$ cat config.mk
export PLATFORM = sky130hd
export DESIGN_NAME = dbus_wb_bridge
export DESIGN_NICKNAME = d
export VERILOG_FILES = /design/src/rtl/dbus_wb_bridge_pkg.sv /design/src/rtl/dbus_wb_bridge.sv
export SDC_FILE = /design/constraint.sdc
export NUM_CORES = 1
export LEC_CHECK = 0
export BUFFER_PORTS_ARGS = -buffer_cell sky130_fd_sc_hd__buf_2
export CORE_MARGIN = 1.5
export CORE_UTILIZATION = 39
export DETAILED_ROUTE_END_ITERATION = 8
export PLACE_DENSITY_LB_ADDON = 0.25
export SYNTH_ARGS = -nofsm -noshare
export SYNTH_HDL_FRONTEND = slang
export SYNTH_SLANG_ARGS = --single-unit
$ cat constraint.sdc
create_clock -name i_clk -period 1.9 [get_ports i_clk]
set_input_delay 0.19 -clock i_clk [delete_from_list [all_inputs] [get_ports i_clk]]
set_output_delay 0.19 -clock i_clk [all_outputs]
set_load 0.005 [all_outputs]
$ cat src/rtl/dbus_wb_bridge_pkg.sv
// Shared types and helpers for the CPU data-bus to Wishbone-classic bridge.
//   dbus_state_e  : bridge FSM states (idle, waiting on the slave, completion)
//   tmo_cnt_width : width of the WAIT-state timeout counter for a given timeout
package pck_dbus;

    typedef enum logic [1:0] {
        IDLE = 2'd0,
        WAIT = 2'd1,
        DONE = 2'd2
    } dbus_state_e;

    localparam int unsigned DEF_TIMEOUT = 64;

    // $clog2(timeout+1) bits; a disabled timeout (0) still gets a 1-bit
    // counter so the register never collapses to zero width.
    function automatic int unsigned tmo_cnt_width(input int unsigned timeout);
        return (timeout == 0) ? 1 : $clog2(timeout + 1);
    endfunction

endpackage

$ cat src/rtl/dbus_wb_bridge.sv
// CPU data-bus to Wishbone-classic bridge with bus timeout.
// One request is accepted in IDLE, run as a single Wishbone cycle, and
// completed with a one-cycle dbus_ack (plus o_bus_err on failure).
// Ports:
//   i_clk, i_rst                  clock, synchronous active-high reset
//   dbus_addr/be/wr_en/wr_data/rd_en  request from the memory stage
//   dbus_rd_data, dbus_busy, dbus_ack, o_bus_err   response to the core
//   wb_adr_o/dat_o/sel_o/we_o/cyc_o/stb_o          Wishbone master outputs
//   wb_dat_i/ack_i/err_i                           Wishbone slave responses
module dbus_wb_bridge
    import pck_dbus::*;
#(
    parameter int unsigned p_timeout   = DEF_TIMEOUT,
    parameter logic [31:0] p_err_rdata = 32'h0
) (
    input  logic        i_clk,
    input  logic        i_rst,
    input  logic [31:0] dbus_addr,
    input  logic [3:0]  dbus_be,
    input  logic        dbus_wr_en,
    input  logic [31:0] dbus_wr_data,
    input  logic        dbus_rd_en,
    output logic [31:0] dbus_rd_data,
    output logic        dbus_busy,
    output logic        dbus_ack,
    output logic        o_bus_err,
    output logic [31:0] wb_adr_o,
    output logic [31:0] wb_dat_o,
    output logic [3:0]  wb_sel_o,
    output logic        wb_we_o,
    output logic        wb_cyc_o,
    output logic        wb_stb_o,
    input  logic [31:0] wb_dat_i,
    input  logic        wb_ack_i,
    input  logic        wb_err_i
);

    localparam int unsigned     CNT_W    = tmo_cnt_width(p_timeout);
    localparam logic [CNT_W-1:0] CNT_LAST = CNT_W'(p_timeout - 1);
    localparam bit              TMO_EN   = (p_timeout != 0);

    dbus_state_e      state_reg, state_next;
    logic [31:0]      adr_reg, adr_next;
    logic [31:0]      dat_reg, dat_next;
    logic [3:0]       sel_reg, sel_next;
    logic             we_reg, we_next;
    logic             stb_reg, stb_next;     // drives both cyc and stb
    logic             err_reg, err_next;
    logic [31:0]      rd_data_reg, rd_data_next;
    logic [CNT_W-1:0] cnt_reg, cnt_next;

    always_ff @(posedge i_clk) begin
        if (i_rst) begin
            state_reg   <= IDLE;
            adr_reg     <= '0;
            dat_reg     <= '0;
            sel_reg     <= '0;
            we_reg      <= 1'b0;
            stb_reg     <= 1'b0;
            err_reg     <= 1'b0;
            rd_data_reg <= '0;
            cnt_reg     <= '0;
        end else begin
            state_reg   <= state_next;
            adr_reg     <= adr_next;
            dat_reg     <= dat_next;
            sel_reg     <= sel_next;
            we_reg      <= we_next;
            stb_reg     <= stb_next;
            err_reg     <= err_next;
            rd_data_reg <= rd_data_next;
            cnt_reg     <= cnt_next;
        end
    end

    always_comb begin
        state_next   = state_reg;
        adr_next     = adr_reg;
        dat_next     = dat_reg;
        sel_next     = sel_reg;
        we_next      = we_reg;
        stb_next     = stb_reg;
        err_next     = err_reg;
        rd_data_next = rd_data_reg;
        cnt_next     = cnt_reg;

        case (state_reg)
            IDLE: begin
                if (dbus_wr_en || dbus_rd_en) begin
                    state_next = WAIT;
                    adr_next   = dbus_addr;
                    dat_next   = dbus_wr_data;
                    sel_next   = dbus_be;
                    // A simultaneous read is dropped: write wins.
                    we_next    = dbus_wr_en;
                    stb_next   = 1'b1;
                    err_next   = 1'b0;
                    cnt_next   = '0;
                end
            end
            WAIT: begin
                cnt_next = cnt_reg + 1'b1;
                // ack has priority over err, err over the timeout.
                if (wb_ack_i) begin
                    state_next = DONE;
                    stb_next   = 1'b0;
                    err_next   = 1'b0;
                    if (!we_reg) begin
                        rd_data_next = wb_dat_i;
                    end
                end else if (wb_err_i || (TMO_EN && (cnt_reg == CNT_LAST))) begin
                    state_next = DONE;
                    stb_next   = 1'b0;
                    err_next   = 1'b1;
                    if (!we_reg) begin
                        rd_data_next = p_err_rdata;
                    end
                end
            end
            DONE: begin
                state_next = IDLE;
            end
            default: begin
                state_next = IDLE;
                stb_next   = 1'b0;
            end
        endcase
    end

    assign dbus_busy    = (state_reg != IDLE);
    assign dbus_ack     = (state_reg == DONE);
    assign o_bus_err    = (state_reg == DONE) && err_reg;
    assign dbus_rd_data = rd_data_reg;
    assign wb_adr_o     = adr_reg;
    assign wb_dat_o     = dat_reg;
    assign wb_sel_o     = sel_reg;
    assign wb_we_o      = we_reg;
    assign wb_cyc_o     = stb_reg;
    assign wb_stb_o     = stb_reg;

endmodule

==> results.ini <==
[sta]
rsz0062_at_grt=false
finalHoldViolCount=0
slew-limit-headroom=0.3654
tightest_slew_ns=0.9483
setup_ws_ns=0.05289
final.setup_skew_ns=0.008848
period_share=0.9722
clock.fmax_mhz=541.4
fin_crit_ns=1.847
setup_violations=0
drv_slew=0
tns_ns=0

[floorplan]
placementRows=36
die_area_um2=10650
core_area_um2=9774
die_h_um=103.2
ios=212
start_util=0.4005
die_w_um=103.2

[route]
dr.pass1.iters=4
antenna_left=0
met1Wirelength_mm=4.235
avgViaCountPerCell=4.831
highest_layer=met4
drtIter0Drc=92
vias=3763
wl_per_cell_um=13.35
wl_met2_mm=5.240
route.detailed.drc=0
dr_wl_met3_um=772
drt_wl_total_mm=10.40

[cts]
cts_num_sinks=112
htreeDepth=3
cts_buffer_depth=2
cts-buffers-inserted=9
cts.clk_slew.worst_paths_ns=0.10
clk_latency_ns=0.36
cts_tree=done
postCtsSetupRepairBufs=0
cts-root-buf=clkbuf_8

[yosys]
synth_fa_ha_area_frac=0.003196
synth_top_family_by_area=compound AO/OA/AOI/OAI gates
syn_area_um2=3915
syn_nets=545
yosysSeqAreaShare=0.5727
synth_top_cell_by_area=dfxtp_1
synthMuxAreaShare=0.002876
ys_warn_count=0
synth_top_area_frac=0.5727
syn_inst=438
synthSimpleGateAreaFrac=0.1732
synth-compound-area-share=0.2052
avgSynthCellArea_um2=8.938
synth-xor-area-share=0
ys_top_cells_by_area=dfxtp_1, nand2_1, a21oi_1
ys_ff_latch=112
synth_cell_types=33

[setup_path]
start_kind=flop
timing.rr.end=dbus_rd_data[29]$_SDFFE_PP0P_
path_class=flop to flop
r2r_slack_ns=0.05
reg2reg_from=cnt_reg[0]$_SDFFE_PP0P_
crit_arrival_ns=2.16
critical_path_required_ns=2.21
crit_fanout=8
endpoint_kind=flop
reg2reg_depth=6

[grt]
grt_start_max_net_pins=43
grt_pass1_wl_mm=14.75
grt_usage=0.1756
antenna_found_initial=0
grt_pass1_vias=3351
grt_overflow_total=0

[power]
p_per_area_nw_per_um2=876.2
p_total_mw=4.694
vdd_ir_drop_max_mv=0.4561
cellLeakagePower_nw=2.614

[placement]
gp_congestion=0.7462
io_buffers=211
dp_hpwl_mm=7.185
dp_slack_ns=0.08980

[finish]
drive_above_1_share=0.4319
final_common_cell=buf_2
postLayoutCoreUtil=0.5481
diodes=0
area_growth_pct=36.85
final_cell_mix=buf_2, nand2_1, dfxtp_1
nNetsFinal=748

[run]
drv_cap=0

[worst_hold_path]
hp-class=input pin to flop
min-delay-start=wb_dat_i[18]
holdPathEnd=dbus_rd_data[18]$_SDFFE_PP0P_
whs_path_depth=2

[run_status]
status=finished clean

-- Yosys cell counts --
library cell,instances
a21oi_1,72
buf_4,1
a211oi_1,4
nand3_1,2
buf_1,1
dfxtp_1,112
or2_2,2
nor4b_2,1
nand2_1,140
clkbuf_1,23
mux2_2,1
a22oi_1,2
nor2b_1,2
a22o_1,3
a311o_2,1
o21a_1,1
nand2b_1,1
ha_1,1
a22o_2,29
nor2_1,12
a31oi_1,2
and2_1,1
and4_4,1
o21ai_1,1
nand4_1,1
o21ai_0,3
a311oi_1,1
a31oi_4,1
nor3b_1,1
buf_6,3
buf_2,5
inv_1,3
nor3_1,4
-- cells by family after synthesis --
| family | after synthesis |
|---|---|
| buf+inv | 36 |
| fa+ha+maj | 1 |
| flops | 112 |
| compound gates | 120 |
| mux | 1 |
| simple gates | 168 |
-- final cells by class --
type / count / area [µm²]
inverter: 3 / 11.26
tap: 133 / 166.4
clock buffer: 11 / 141.4
clock inverter: 5 / 31.28
sequential: 112 / 2243
multi-input combinational: 290 / 1526
timing repair buffer: 225 / 1237
fill: 935 / 4417
-- metal layers --
metal | up-vias | global-route usage
met2 | 128 | 0.3148
li1 | 1880 | -
met4 | 0 | 0.07380
met5 | - | 0
met3 | 12 | 0.04839
met1 | 1743 | 0.1960
-- repair_timing --
item                       4_1_cts  5_1_grt
setup endpoints to repair        0        2
gates resized for setup          0        1
hold buffers                     0        0
-- through the flow --
step / instances / hold slack, ns / area (µm²)
3_3_place_gp: 760 / 0.4089 / 5122
4_1_cts: 776 / 0.02464 / 5295
5_1_grt: 779 / 0.01933 / 5358
2_1_floorplan: 438 / 0.3229 / 3915
3_5_place_dp: 760 / 0.4116 / 5122
6_report: 779 / 0.04373 / 5358
-- how the worst max path moves through the flow --
stage | cells past startpoint | to | slack, ns | from
after floorplan | 6 | dbus_rd_data[10]$_SDFFE_PP0P_ | 0.18 | cnt_reg[0]$_SDFFE_PP0P_
after global placement | 6 | dbus_rd_data[18]$_SDFFE_PP0P_ | 0.14 | cnt_reg[0]$_SDFFE_PP0P_
after detailed placement | 6 | dbus_rd_data[20]$_SDFFE_PP0P_ | 0.09 | cnt_reg[0]$_SDFFE_PP0P_
after CTS | 6 | dbus_rd_data[20]$_SDFFE_PP0P_ | 0.07 | cnt_reg[0]$_SDFFE_PP0P_
after global routing | 6 | dbus_rd_data[29]$_SDFFE_PP0P_ | 0.008 | cnt_reg[0]$_SDFFE_PP0P_
final | 6 | dbus_rd_data[29]$_SDFFE_PP0P_ | 0.05 | cnt_reg[0]$_SDFFE_PP0P_
-- critical path: stages, from the launching register on --
cell       delay [ns]
dfxtp_2          0.35
ha_1             0.23
and4_4           0.21
a311o_2          0.36
a31oi_4          0.30
clkbuf_16        0.23
a22o_2           0.13
-- where the power goes --
group          total, mW  switching (mW)  internal, mW
logic              0.811           0.429         0.381
clock network       1.29           0.774         0.513
registers           2.60          0.0850          2.51
total               4.69            1.29          3.41
(Power assumes the default switching activity.)
